<file path="src/rtl/apb_seq_cpu.sv">
// apb_seq_cpu -- parametrised command-sequencer CPU for the APB peripheral
// subsystem. Fetches instruction words from a program memory with one cycle
// of read latency and dispatches WRITE/READ commands to the APB master. Adds
// read-data capture, JUMP, a counted loop (SETCNT/DJNZ), transfer timeout,
// slave-error detection and an error code.
//
// Ports:
//   CCLK, CPURESET        clock, asynchronous active-high reset
//   RUN                   level, allows instruction fetch (pause/resume)
//   imem_en/imem_addr     program memory read request (one cycle, in FETCH)
//   imem_rdata            instruction word, valid the cycle after imem_en
//   APBMASTERENABLE       transfer request to the APB master
//   CPUSEL/addr/data/wr   one-hot select, address, write data, direction
//   CPUPREADY/rdata/slverr transfer completion, read data, slave error
//   last_rdata            data of the most recent completed READ
//   CPUDONE               high in IDLE, HALTED and ERROR
//   err_code              0 none, 1 illegal opcode/select, 2 slave error, 3 timeout
//
// Instruction word, MSB first: opcode[3:0], sel[SEL_W-1:0],
// paddr[PADDR_W-1:0], pdata[PDATA_W-1:0].

module apb_seq_cpu #(
  parameter int NUM_PERIPH = 4,
  parameter int PADDR_W    = 8,
  parameter int PDATA_W    = 32,
  parameter int PC_W       = 8,
  parameter int CNT_W      = 16,
  parameter int TIMEOUT    = 255,
  localparam int SEL_W     = (NUM_PERIPH > 1) ? $clog2(NUM_PERIPH) : 1,
  localparam int INSTR_W   = 4 + SEL_W + PADDR_W + PDATA_W
) (
  input  logic                  CCLK,
  input  logic                  CPURESET,
  input  logic                  RUN,
  output logic                  imem_en,
  output logic [PC_W-1:0]       imem_addr,
  input  logic [INSTR_W-1:0]    imem_rdata,
  output logic                  APBMASTERENABLE,
  output logic [NUM_PERIPH-1:0] CPUSEL,
  output logic [PADDR_W-1:0]    addr,
  output logic [PDATA_W-1:0]    data,
  output logic                  wr,
  input  logic                  CPUPREADY,
  input  logic [PDATA_W-1:0]    rdata,
  input  logic                  slverr,
  output logic [PDATA_W-1:0]    last_rdata,
  output logic                  CPUDONE,
  output logic [1:0]            err_code
);

  localparam int TO_W = $clog2(TIMEOUT + 1);

  localparam logic [3:0] OP_NOP    = 4'd0;
  localparam logic [3:0] OP_WRITE  = 4'd1;
  localparam logic [3:0] OP_READ   = 4'd2;
  localparam logic [3:0] OP_JUMP   = 4'd3;
  localparam logic [3:0] OP_SETCNT = 4'd4;
  localparam logic [3:0] OP_DJNZ   = 4'd5;
  localparam logic [3:0] OP_HALT   = 4'd7;

  typedef enum logic [2:0] {
    S_IDLE, S_FETCH, S_DECODE, S_EXEC, S_ACCESS, S_HALTED, S_ERROR
  } state_t;

  state_t               state_q, state_d;
  logic [PC_W-1:0]      pc;
  logic [CNT_W-1:0]     cnt;
  logic [INSTR_W-1:0]   ir;
  logic [TO_W-1:0]      tcnt;

  logic [3:0]           ir_op;
  logic [SEL_W-1:0]     ir_sel;
  logic [PADDR_W-1:0]   ir_paddr;
  logic [PDATA_W-1:0]   ir_pdata;
  logic                 sel_ok;
  logic                 is_xfer;
  logic                 timeout_hit;

  assign ir_op    = ir[INSTR_W-1 -: 4];
  assign ir_sel   = ir[PADDR_W+PDATA_W +: SEL_W];
  assign ir_paddr = ir[PDATA_W +: PADDR_W];
  assign ir_pdata = ir[PDATA_W-1:0];

  // A select field can encode more peripherals than exist when NUM_PERIPH
  // is not a power of two; those encodings are treated as illegal.
  assign sel_ok      = (32'(ir_sel) < 32'(NUM_PERIPH));
  assign is_xfer     = (ir_op == OP_WRITE) || (ir_op == OP_READ);
  // Fires on the TIMEOUT-th ACCESS cycle without CPUPREADY.
  assign timeout_hit = (tcnt == TO_W'(TIMEOUT - 1));

  // State register
  always_ff @(posedge CCLK or posedge CPURESET) begin
    if (CPURESET) state_q <= S_IDLE;
    else          state_q <= state_d;
  end

  // Next-state logic
  always_comb begin
    state_d = state_q;
    case (state_q)
      S_IDLE:   if (RUN) state_d = S_FETCH;
      S_FETCH:  state_d = RUN ? S_DECODE : S_IDLE;
      S_DECODE: state_d = S_EXEC;
      S_EXEC: begin
        case (ir_op)
          OP_NOP, OP_JUMP, OP_SETCNT, OP_DJNZ: state_d = S_FETCH;
          OP_WRITE, OP_READ: state_d = sel_ok ? S_ACCESS : S_ERROR;
          OP_HALT:  state_d = S_HALTED;
          default:  state_d = S_ERROR;
        endcase
      end
      S_ACCESS: begin
        if (CPUPREADY)        state_d = slverr ? S_ERROR : S_FETCH;
        else if (timeout_hit) state_d = S_ERROR;
      end
      S_HALTED: state_d = S_HALTED;
      S_ERROR:  state_d = S_ERROR;
      default:  state_d = S_IDLE;
    endcase
  end

  // Outputs decoded from the current state
  always_comb begin
    imem_en   = (state_q == S_FETCH) && RUN;
    imem_addr = pc;
    CPUDONE   = (state_q == S_IDLE) || (state_q == S_HALTED) || (state_q == S_ERROR);
  end

  // Program counter, loop counter, instruction register and transfer outputs
  always_ff @(posedge CCLK or posedge CPURESET) begin
    if (CPURESET) begin
      pc              <= '0;
      cnt             <= '0;
      ir              <= '0;
      tcnt            <= '0;
      APBMASTERENABLE <= 1'b0;
      CPUSEL          <= '0;
      addr            <= '0;
      data            <= '0;
      wr              <= 1'b0;
      last_rdata      <= '0;
      err_code        <= 2'd0;
    end else begin
      case (state_q)
        S_DECODE: ir <= imem_rdata;
        S_EXEC: begin
          case (ir_op)
            OP_NOP:    pc <= pc + 1'b1;
            OP_JUMP:   pc <= ir_pdata[PC_W-1:0];
            OP_SETCNT: begin
              cnt <= ir_pdata[CNT_W-1:0];
              pc  <= pc + 1'b1;
            end
            OP_DJNZ: begin
              // A zero count falls through without wrapping the counter.
              if (cnt != '0) begin
                cnt <= cnt - 1'b1;
                pc  <= ir_pdata[PC_W-1:0];
              end else begin
                pc  <= pc + 1'b1;
              end
            end
            OP_WRITE, OP_READ: begin
              if (sel_ok) begin
                CPUSEL          <= NUM_PERIPH'(1) << ir_sel;
                addr            <= ir_paddr;
                data            <= ir_pdata;
                wr              <= (ir_op == OP_WRITE);
                APBMASTERENABLE <= 1'b1;
                tcnt            <= '0;
              end else begin
                err_code <= 2'd1;
              end
            end
            OP_HALT: ;
            default: err_code <= 2'd1;
          endcase
        end
        S_ACCESS: begin
          if (CPUPREADY) begin
            APBMASTERENABLE <= 1'b0;
            CPUSEL          <= '0;
            pc              <= pc + 1'b1;
            if (!wr)    last_rdata <= rdata;
            if (slverr) err_code   <= 2'd2;
          end else if (timeout_hit) begin
            APBMASTERENABLE <= 1'b0;
            CPUSEL          <= '0;
            err_code        <= 2'd3;
          end else begin
            tcnt <= tcnt + 1'b1;
          end
        end
        default: ;
      endcase
    end
  end

endmodule
</file>
<file path="config.mk">
export PLATFORM = sky130hd
export DESIGN_NAME = apb_seq_cpu
export DESIGN_NICKNAME = d
export VERILOG_FILES = /design/src/rtl/apb_seq_cpu.sv
export SDC_FILE = /design/constraint.sdc
export NUM_CORES = 1
export LEC_CHECK = 0
export CORE_MARGIN = 3
export CORE_UTILIZATION = 40
export CTS_CLUSTER_SIZE = 8
export DETAILED_ROUTE_END_ITERATION = 8
export GPL_ROUTABILITY_DRIVEN = 1
export GPL_TIMING_DRIVEN = 0
export PLACE_DENSITY = 0.75
export SKIP_LAST_GASP = 1
export SLEW_MARGIN = 5
export SYNTH_ARGS = -nofsm -noshare
export SYNTH_HDL_FRONTEND = slang
export SYNTH_SLANG_ARGS = --single-unit
</file>
<file path="constraint.sdc">
create_clock -name CCLK -period 7.8 [get_ports CCLK]
set_input_delay 2.34 -clock CCLK [delete_from_list [all_inputs] [get_ports CCLK]]
set_output_delay 2.34 -clock CCLK [all_outputs]
set_load 0.005 [all_outputs]
</file>
==> metrics.csv <==
metric;value;unit
status;completed;
p_int;2.65;mW
netlist_area;7080;um2
fin_area;9710;um2
antenna_found_initial;0;
grt.total_usage;18.0;%
power_frac_comb;39.7;%
synth_area_per_cell;12.8;um2
synth_nets;640;
worst-setup-path-type;in2out;
antennaDiodeCount;0;
hold_class;reg2reg;
finalSetupViolCount;0;
cp_max_fo;2;
clock_latency;420;ps
slew_headroom;47.6;%
clk_path_buf_depth;2;
drv_slew;0;
synth-main-ff-cell;dfrtp_1;
yosysWarnings;0;
die_h;139;um
p_sw;1.24;mW
holdBufCountCts;0;
nets;832;
powerDensity;400;nW/um2
multi_input_area;2840;um2
startpoint_type;primary input;
root_buffer;clkbuf_16;
power;3.89;mW
fin_crit;5980;ps
grt-ovfl-total;0;
max_freq;167;MHz
vias;5080;
required;5460;ps
synth_cell_types;57;
n_fill_cell;1419;
p_sw_share;31.9;%
drcViolationCount;0;
p_leak;4.09;nW
ys_seq_area_share;56.9;%
ant_nets;0;
tritoncts;yes;
gp_routability_congestion;0.811;
drt-total-wl;16800;um
hold_violations;0;
mostFrequentLayoutCell;clkdlybuf4s50_1;
pwr-share-seq;39.1;%
grt_pass1_vias;5512;
hpwl;12300;um
cts_resized;0;
first_iter_violations;251;
ff_latch_area;4030;um2
ys_seq_elements;161;
crit_arrival;3640;ps
cts_max_level;4;
grt_max_degree;111;
dieArea;19300;um2
worst_ir_drop_vdd;0.207;mV
dr.pass1.iters;4;
async_flop_share;100;%
cts.sinks;161;
die_w;139;um
vias_per_cell;5.17;
final_cell_mix;clkdlybuf4s50_1, dfrtp_1, mux2_2;
clk_pin_slew;60;ps
std_cell_rows;48;
fin_skew;6.73;ps
io_buffers;172;
place_area;9120;um2
drive_gt1_share;25.3;%
worst_pin_slew;781;ps
coreArea;17300;um2
synthCells;553;
min_period_over_period;76.6;%
synth_edf_count;0;
grt_pass1_wl;28300;um
numCtsBuffers;17;
post_cts_buffers;0;
drv_cap;0;
initial_utilization;40.9;%
wl_per_cell;17.1;um
syn_to_final_growth;37.1;%
io_pins;173;
clkPwrFrac;21.2;%
cp-end-kind;output port;
rsz0062_at_grt;no;
[critical path, cell delays in order]
cell and delay (ps):
clkdlybuf4s50_1 490, nand2_1 80, nor3_1 160, clkdlybuf4s50_1 560
[worst paths after layout]
kind / startpoint / endpoint / slack (ps) / depth (start not counted)
min in group asynchronous: CPURESET / last_rdata[8] / 2330 / 2
min reg2reg: CPUSEL[2] / CPUSEL[2] / 500 / 2
min: CPUSEL[2] / CPUSEL[2] / 500 / 2
max reg2reg: cnt[0] / imem_addr[2] / 5500 / 8
max in group asynchronous: CPURESET / state_q[0] / 4600 / 3
max: RUN / imem_en / 1820 / 4
[power groups by stage]
stage | registers, mW | logic (mW) | clock network, mW
floorplan | 1.47 | 0.875 | 0
global placement | 1.50 | 1.50 | 0
detailed placement | 1.53 | 1.56 | 0
CTS | 1.52 | 1.57 | 0.848
global route | 1.58 | 1.68 | 0.888
finish | 1.52 | 1.54 | 0.826
[cells by family after synthesis]
kind of cell / count (synthesis) / synth area share [%]
simple gates: 119 / 9.54
fa+ha+maj: 4 / 0.707
compound gates: 98 / 9.13
buf+inv: 38 / 2.97
flops: 161 / 56.9
xor+xnor: 7 / 0.866
mux: 126 / 19.9
[cell type report]
class,instances,area share [%]
flip-flops and latches,161,41.5
multi-input cells,354,29.3
repair buffers,173,18.0
clock buffers,20,4.70
well taps,225,2.90
plain buffers,28,1.78
clock inverters,12,1.34
inverters,10,0.464
[through the flow]
step	setup TNS [ps]	setup slack [ps]	cells	util (%)	hold WS (ps)
2_1_floorplan	0	1110	553	-	454
3_3_place_gp	-125490	-794	950	52.5	463
3_5_place_dp	0	1840	951	52.7	481
4_1_cts	0	1840	983	56.1	498
5_1_grt	0	1680	983	56.1	516
6_report	0	1820	983	56.1	497
[synth_stat cells (4+ instances only)]
cell,count,area share [%]
buf_2,17,1.2
o21ai_0,34,2.4
dfrtp_1,161,57
buf_6,5,0.79
mux2_2,115,18
o22a_1,9,1.1
xnor2_1,5,0.62
nor4_1,4,0.35
a2bb2oi_1,4,0.49
mux2i_1,8,1.1
a22oi_1,5,0.53
nand2_1,34,1.8
nor3_1,10,0.71
ha_1,4,0.71
nor2_1,29,1.5
inv_1,10,0.53
a21oi_1,26,1.8
nand3_1,9,0.64
[flip-flops by register name, summed over array words and instances, names as in the netlist, 3 cells and up]
register	flops
state_q	3
addr	8
ir	46
last_rdata	32
tcnt	8
cnt	16
imem_addr	8
CPUSEL	4
data	32
[per-layer routing]
layer	track usage, %	vias to the layer above	wire length, um
li1	-	2375	-
met1	23.1	2515	7110
met2	29.0	170	8200
met3	5.48	20	1210
met4	6.44	0	274
met5	0	-	0
(Power assumes the default switching activity.)
